==> config.mk <==
export PLATFORM = sky130hd
export DESIGN_NAME = instruction_fetch
export DESIGN_NICKNAME = d
export VERILOG_FILES = /design/src/rtl/fetch_pkg.sv /design/src/rtl/fetch_pc_next.sv /design/src/rtl/instruction_fetch.sv
export SDC_FILE = /design/constraint.sdc
export NUM_CORES = 1
export LEC_CHECK = 0
export BUFFER_PORTS_ARGS = -buffer_cell sky130_fd_sc_hd__buf_2
export CORE_MARGIN = 1.5
export CORE_UTILIZATION = 46
export CTS_BUF_LIST = sky130_fd_sc_hd__clkbuf_4
export DETAILED_ROUTE_END_ITERATION = 16
export GPL_ROUTABILITY_DRIVEN = 0
export PLACE_DENSITY_LB_ADDON = 0.2
export REMOVE_ABC_BUFFERS = 1
export SETUP_SLACK_MARGIN = 0.02
export SYNTH_ARGS = -nofsm -noshare
export SYNTH_HDL_FRONTEND = slang
export SYNTH_SLANG_ARGS = --single-unit
==> constraint.sdc <==
create_clock -name clk -period 1.75 [get_ports clk]
set_input_delay 0.175 -clock clk [delete_from_list [all_inputs] [get_ports clk]]
set_output_delay 0.175 -clock clk [all_outputs]
set_load 0.01 [all_outputs]
==> src/rtl/fetch_pkg.sv <==
// Shared types and widths for the instruction fetch stage.
package fetch_pkg;
    localparam int PC_W    = 10;
    localparam int INSTR_W = 9;
    localparam int OFF_W   = 8;

    typedef enum logic [1:0] {
        IDLE = 2'd0,
        RUN  = 2'd1,
        HALT = 2'd2
    } fetch_state_t;
endpackage

==> src/rtl/fetch_pc_next.sv <==
// Next fetch address: sequential increment or PC-relative branch target.
// Both paths wrap silently modulo 2**PC_W.
module fetch_pc_next
    import fetch_pkg::*;
(
    input  logic [PC_W-1:0]  pc_q,
    input  logic [PC_W-1:0]  instr_pc,
    input  logic [OFF_W-1:0] branch_offset,
    input  logic             take_branch,
    output logic [PC_W-1:0]  next_pc
);
    logic [PC_W-1:0] offset_sext;

    assign offset_sext = {{(PC_W-OFF_W){branch_offset[OFF_W-1]}}, branch_offset};

    always_comb begin
        next_pc = pc_q + PC_W'(1);
        // Branch targets are relative to the decoded instruction, not the fetch address.
        if (take_branch) next_pc = instr_pc + offset_sext;
    end
endmodule

==> src/rtl/instruction_fetch.sv <==
// Fetch stage: owns the PC, drives a sync-read instruction memory and
// presents one instruction per cycle with its PC, handling branch, stall and halt.
module instruction_fetch
    import fetch_pkg::*;
(
    input  logic               clk,
    input  logic               reset,
    input  logic               start,
    input  logic               stall,
    input  logic               branch_taken,
    input  logic [OFF_W-1:0]   branch_offset,
    input  logic               halt_req,
    output logic               imem_en,
    output logic [PC_W-1:0]    imem_addr,
    input  logic [INSTR_W-1:0] imem_rdata,
    output logic [INSTR_W-1:0] instruction,
    output logic [PC_W-1:0]    instr_pc,
    output logic               instr_valid,
    output logic               done,
    output fetch_state_t       state
);
    fetch_state_t    state_q, state_d;
    logic [PC_W-1:0] pc_q, pc_d;
    logic [PC_W-1:0] instr_pc_q, instr_pc_d;
    logic            valid_q, valid_d;
    logic            take_branch;
    logic [PC_W-1:0] next_pc;

    fetch_pc_next u_pc_next (
        .pc_q          (pc_q),
        .instr_pc      (instr_pc_q),
        .branch_offset (branch_offset),
        .take_branch   (take_branch),
        .next_pc       (next_pc)
    );

    always_ff @(posedge clk) begin
        if (reset) begin
            state_q    <= IDLE;
            pc_q       <= '0;
            instr_pc_q <= '0;
            valid_q    <= 1'b0;
        end else begin
            state_q    <= state_d;
            pc_q       <= pc_d;
            instr_pc_q <= instr_pc_d;
            valid_q    <= valid_d;
        end
    end

    always_comb begin
        state_d     = state_q;
        pc_d        = pc_q;
        instr_pc_d  = instr_pc_q;
        valid_d     = valid_q;
        imem_en     = 1'b0;
        take_branch = 1'b0;
        case (state_q)
            IDLE: begin
                if (start) begin
                    state_d = RUN;
                    pc_d    = '0;
                    valid_d = 1'b0;
                end
            end
            RUN: begin
                imem_en = !stall;
                if (!stall) begin
                    if (valid_q && halt_req) begin
                        state_d = HALT;
                        valid_d = 1'b0;
                    end else begin
                        // The word already being read after a taken branch becomes a bubble.
                        take_branch = valid_q && branch_taken;
                        pc_d        = next_pc;
                        instr_pc_d  = pc_q;
                        valid_d     = !take_branch;
                    end
                end
            end
            HALT: begin
                valid_d = 1'b0;
                if (start) begin
                    state_d = RUN;
                    pc_d    = '0;
                end
            end
            default: begin
                state_d = IDLE;
                valid_d = 1'b0;
            end
        endcase
    end

    assign imem_addr   = pc_q;
    assign instruction = imem_rdata;
    assign instr_pc    = instr_pc_q;
    assign instr_valid = valid_q;
    assign done        = (state_q == HALT);
    assign state       = state_q;
endmodule

==> results.ini, run 1 <==
[synthesis]
synthFlopType = dfxtp_1
synthTopCellsByArea = dfxtp_1 30%, ha_1 8.3%, a21oi_1 7.6%
synthArstFlopShare = 0
synth_cell_types = 41
yosysWarningCount = 0
synth_top_cell_by_area = dfxtp_1
synth_top_cells_by_count = 29 x nand2_1, 23 x a21oi_1, 23 x dfxtp_1, 13 x nor2_1, 10 x ha_1
synth_edf_count = 0
synth_top_area_frac = 0.304
synth-seq-area-share = 0.304
avgSynthCellArea_um2 = 7.80
synthCells = 194
yosysMostFrequentCell = nand2_1
ys_ff_latch = 23
syn_area_mm2 = 0.00151

[global_routing]
grt_max_degree = 21
antenna_found_initial = 0
grt_pass1_vias = 1456
grt_overflow = 0
grt_usage = 0.235
grt_pass1_wl_mm = 6.51

[timing]
finalSetupViolCount = 2
slew_violations = 0
skew_ps = 6.75
finalHoldViolCount = 0
worstMarginPinSlew_ps = 418
relSlewSlack = 0.721
min_period_ps = 1800
max_freq_mhz = 557
fin_ws_ps = -46.6
rsz0062_at_grt = true
finalCritPeriodShare = 1.03

[placed_design]
postPlaceCellArea_mm2 = 0.00184
dp_cells = 284
io_buffers = 38
dpl.hpwl_mm = 2.93

[clock_tree]
root_buffer = clkbuf_4
htree_levels = 1
cts_sinks = 23
clk_latency_ps = 330
cts.path.max_buffers = 2
cts_tree = done
path_clk_slew_ps = 130
cts_buffers = 3

[job]
cap_violations = 0

[setup_path]
start_kind = flop
cp.arrival_ps = 2020
criticalPathCategory = flop to flop
critPathMaxFanout = 2
critPathCaptureType = flop
cp.required_ps = 1970

[final_layout]
drive_gt1_frac = 0.372
fin_util = 0.645
areaGrowthSynthToFinish_pct = 31.1
stdcell_count = 291
nets = 282
n_antenna_cell = 0
final_cell_area_mm2 = 0.00198

[outcome]
status = finished with violations
failed_checks = setup timing

[pwr]
p_total_mw = 0.992
power.leakage_nw = 0.907
max-vdd-ir-drop_v = 0.000263
powerDensity_mw_per_mm2 = 500

[detailed_routing]
wire_per_inst_um = 14.0
vias = 1577
route.detailed.drc = 0
drt_iter0_drc = 49
drtPass1Iterations = 4
drtAntennaViolNets = 0
drt-total-wl_mm = 4.06
vias_per_cell = 5.42

[die]
std_cell_rows = 20
start_util = 0.492
die_w_um = 60.4
pin_count = 57
core-area_mm2 = 0.00308
die-area_mm2 = 0.00364
die_y_um = 60.4

[min_path]
hp-class = input pin to flop

final timing paths:
| path | from | end | slack (ps) | depth (start not counted) |
|---|---|---|---|---|
| worst max-delay path | instr_pc[0] | imem_addr[6] | -50 | 9 |
| worst min-delay path | stall | state[0] | 160 | 3 |
| worst max register to register | instr_pc[0] | imem_addr[6] | -50 | 9 |
| worst min register to register | instr_pc[5] | instr_pc[5] | 470 | 2 |
state kept, by name, summed over array words and instances, names as in the netlist:
register,cells
imem_addr,10
instr_pc,10
instr_valid,1
state,2
cell families (layout without fill, tap and decap cells):
logic type / after synthesis / after routing / synth area share
buf+inv: 22 / 75 / 0.0785
flops: 23 / 23 / 0.304
compound gates: 55 / 55 / 0.218
xor+xnor: 11 / 11 / 0.0636
simple gates: 72 / 72 / 0.240
fa+ha+maj: 11 / 11 / 0.0959
cell type report:
type / instances / area (um2)
multi-input combinational: 149 / 1020
sequential: 23 / 465
clock buffer: 4 / 30.0
tap: 44 / 55.1
fill: 309 / 1090
timing repair buffer: 64 / 385
inverter: 7 / 26.3
what timing repair did:
action	in CTS	in global routing
endpoints found under the setup margin	5	8
resized for setup	13	8
setup buffers	0	3
hold buffers	0	0
pin swaps	4	6
where the power goes:
group	switching (mW)	leakage, nW	internal [mW]
logic	0.104	0.701	0.0775
registers	0.00563	0.188	0.530
clock network	0.170	0.0184	0.105
total	0.280	0.907	0.712
layer usage:
layer  up-vias  GRT usage  share of wire
met5         -          0              0
met4         0     0.0698          0.010
li1        787          -              -
met2        57      0.370           0.47
met3         4     0.0554          0.055
met1       729      0.321           0.47
critical path: stages, from the launching register on:
cell and delay, ps:
dfxtp_2 370, ha_4 130, inv_2 40, fa_2 340, nand2b_4 160, a21oi_2 130
a211oi_2 70, xnor2_1 140, a221oi_1 240, nor2_1 70
through the flow:
step           worst slack [ps]  setup TNS (ps)  hold WS [ps]
2_1_floorplan              -122            -386           244
3_3_place_gp              -96.1            -260           350
3_5_place_dp               -147            -465           350
4_1_cts                   -26.1           -42.2           159
5_1_grt                    -119            -396           169
6_report                  -46.6           -73.6           158
cells in the final DEF, fill, tap and decap left out, types with 3 or more instances in the layout:
cell type  instances
a21oi_1           20
clkbuf_4           4
xor2_1             4
buf_2             38
dfxtp_1           19
ha_1               7
o21ai_0            6
dfxtp_2            4
ha_4               3
xnor2_1            7
a31oi_1            3
buf_4             26
and3_1             3
and2_1             3
a21o_1             5
a21oi_2            3
nor3_1             3
nand2_1           28
inv_1              6
nor2_1            13
nand3_1            3
No activity file was read; power rests on OpenSTA's default activity.
==> inputs of run 2 (changes only) <==
--- a/config.mk
+++ b/config.mk
@@ -5,14 +5,12 @@
 export SDC_FILE = /design/constraint.sdc
 export NUM_CORES = 1
 export LEC_CHECK = 0
-export BUFFER_PORTS_ARGS = -buffer_cell sky130_fd_sc_hd__buf_2
-export CORE_MARGIN = 1.5
-export CORE_UTILIZATION = 46
+export CORE_UTILIZATION = 50
 export CTS_BUF_LIST = sky130_fd_sc_hd__clkbuf_4
 export DETAILED_ROUTE_END_ITERATION = 16
+export DONT_BUFFER_PORTS = 1
 export GPL_ROUTABILITY_DRIVEN = 0
 export PLACE_DENSITY_LB_ADDON = 0.2
-export REMOVE_ABC_BUFFERS = 1
 export SETUP_SLACK_MARGIN = 0.02
 export SYNTH_ARGS = -nofsm -noshare
 export SYNTH_HDL_FRONTEND = slang
==> run 2 against run 1 <==
Net effect:
- clock skew is 1.2 ps higher
- maximum frequency is 0.14% higher
- wire length is 3.7% lower
- via count is 7.5% lower
- sequential share of layout area is 2.4 points higher
- the run ends with DRC, hold timing, setup timing left
- die area is 11% lower
- core utilization is 0.52 points higher
- cell count is 16% lower
==> results.ini, run 2 (same netlist as run 1, synthesis figures left out) <==
[clock_tree]
clk_latency_ps = 340  ; about the same
hold_buffers = 2  ; +2
path_clk_slew_ps = 140  ; about the same
root_buffer = clkbuf_4
cts_tree = done
cts.path.max_buffers = 2  ; unchanged
cts_buffers = 3  ; unchanged
htree_levels = 1  ; unchanged
cts_sinks = 23  ; unchanged

[detailed_routing]
wl_met2_mm = 1.94  ; +2.0%
wire_per_inst_um = 16.0  ; +14%
vias_per_cell = 5.96  ; +9.9%
drtAntennaViolNets = 0  ; unchanged
drt-total-wl_mm = 3.91  ; -3.7%
drtPass1Iterations = 10  ; +6
top_layer_used = met4
vias = 1459  ; -7.5%
wl_met1_mm = 1.70  ; -11%
wl_met3_um = 202  ; -9.8%
route.detailed.drc = 14  ; +14
drt_iter0_drc = 64  ; +31%

[die]
start_util = 0.540  ; +0.0478
pin_count = 57  ; unchanged
die_w_um = 57.0  ; -5.5%
core-area_mm2 = 0.00281  ; -8.9%
die-area_mm2 = 0.00325  ; -11%
die_y_um = 57.0  ; -5.5%
std_cell_rows = 19  ; -5.0%

[min_path]
hp-class = input pin to flop
min-delay-start = reset
holdPathStages = 1  ; -2
hold_path_end = instr_pc[6]

[final_layout]
layout_common_cells = 28 x nand2_1, 28 x buf_4, 21 x a21oi_1, 17 x dfxtp_1, 12 x nor2_1
n_antenna_cell = 0  ; unchanged
final_cell_area_mm2 = 0.00182  ; -8.1%
nets = 249  ; -12%
drive_gt1_frac = 0.276  ; -0.0968
areaGrowthSynthToFinish_pct = 20.4

[global_routing]
grt_usage = 0.243  ; +0.00856
grt_overflow = 0  ; unchanged
antenna_found_initial = 0  ; unchanged
grt_pass1_vias = 1437  ; -1.3%
grt_max_degree = 26  ; +24%
grt_pass1_wl_mm = 6.24  ; -4.0%

[placed_design]
io_buffers = 0  ; -100%
postPlaceCellArea_mm2 = 0.00169  ; -8.0%
dpl.hpwl_mm = 2.92  ; -0.33%

[timing]
rsz0062_at_grt = true
worstMarginPinSlew_ps = 343  ; -75.1 ps
finalCritPeriodShare = 1.03  ; -0.00142
min_period_ps = 1790  ; -2.48 ps
slew_violations = 0  ; unchanged
finalSetupViolCount = 2  ; unchanged
finalHoldViolCount = 20  ; +20
holdWs_ps = -122  ; -280 ps
fin_ws_ps = -44.2  ; +2.48 ps
max_freq_mhz = 557  ; +0.14%
relSlewSlack = 0.770  ; +0.0488
skew_ps = 7.97  ; +1.23 ps

[pwr]
power.leakage_nw = 0.747  ; -18%
powerDensity_mw_per_mm2 = 519  ; +3.8%
max-vdd-ir-drop_v = 0.000471  ; +79%

[setup_path]
regToRegSetupSlack_ps = -40  ; about the same
r2r_start = instr_pc[0]
cp.arrival_ps = 2050  ; +30 ps
r2r-end = imem_addr[4]
rr_worst_depth = 10  ; +1
cp.required_ps = 2000  ; +30 ps
start_kind = flop
criticalPathCategory = flop to flop
critPathCaptureType = flop
critPathMaxFanout = 2  ; unchanged

[job]
cap_violations = 0  ; unchanged

[outcome]
status = finished with violations
failed_checks = DRC, hold timing, setup timing

[synthesis]
syn-num-nets = 228

==> run 2: changes by cell type in the layout (fill, tap and decap cells not counted), moves of 2 or more <==
cell / previous run / this run
dfxtp_1: 19 / 17
buf_4: 26 / 28
dlygate4sd3_1: 0 / 2
buf_2: 38 / 0
==> run 2: worst max path at each step <==
stage,start,endpoint,slack (ps),cells after the start
3_5_place_dp,instr_pc[0],imem_addr[8],-170,9
2_1_floorplan,instr_pc[0],imem_addr[8],10,9
4_1_cts,instr_pc[0],imem_addr[4],-70,10
6_report,instr_pc[0],imem_addr[4],-40,10
3_3_place_gp,instr_pc[0],imem_addr[8],-90,9
5_1_grt,instr_pc[0],imem_addr[4],-120,10
==> run 2: area by class of cell <==
cell class              count  area, um2
inverters                   7       26.3
clock buffers               3       22.5
clock inverters             1       5.00
repair buffers             31        241
well taps                  31       38.8
flip-flops and latches     23        470
fillers                   240        982
multi-input cells         149       1020
==> run 2: report_power, final <==
group	leakage, nW	internal, mW	switching [mW]
Sequential	0.189	0.529	0.00641
Combinational	0.540	0.0623	0.0797
Clock	0.0177	0.0862	0.183
Total	0.747	0.678	0.269
==> run 2: per-layer routing <==
metal / up-vias / GRT usage
met1: 701 / 0.297
met5: - / 0
met2: 36 / 0.415
met3: 7 / 0.0522
met4: 0 / 0.105
li1: 715 / -
==> run 2: what timing repair did <==
action                     CTS  global route
pin swaps                    5             8
hold endpoints to repair    22            20
resized for setup            8            10
buffers inserted             1             1
setup endpoints to repair    4             7
==> run 2: stage by stage <==
| step | util | cells | setup WS [ps] | total power, mW | TNS [ps] |
|---|---|---|---|---|---|
| 2_1_floorplan | - | 194 | 13.0 | 0.663 | 0 |
| 3_3_place_gp | 0.603 | 237 | -88.8 | 0.678 | -184 |
| 3_5_place_dp | 0.603 | 237 | -166 | 0.680 | -371 |
| 4_1_cts | 0.631 | 244 | -68.6 | 0.946 | -114 |
| 5_1_grt | 0.650 | 245 | -125 | 0.981 | -356 |
| 6_report | 0.650 | 245 | -44.2 | 0.947 | -44.5 |
==> run 2: worst max-delay path, stage by stage (launching register included) <==
cell	delay [ps]
dfxtp_4	380
ha_4	120
inv_2	30
fa_2	330
nand2b_4	160
buf_6	120
nand2_4	50
a21oi_2	50
xnor2_1	180
a21oi_1	90
o31ai_1	200
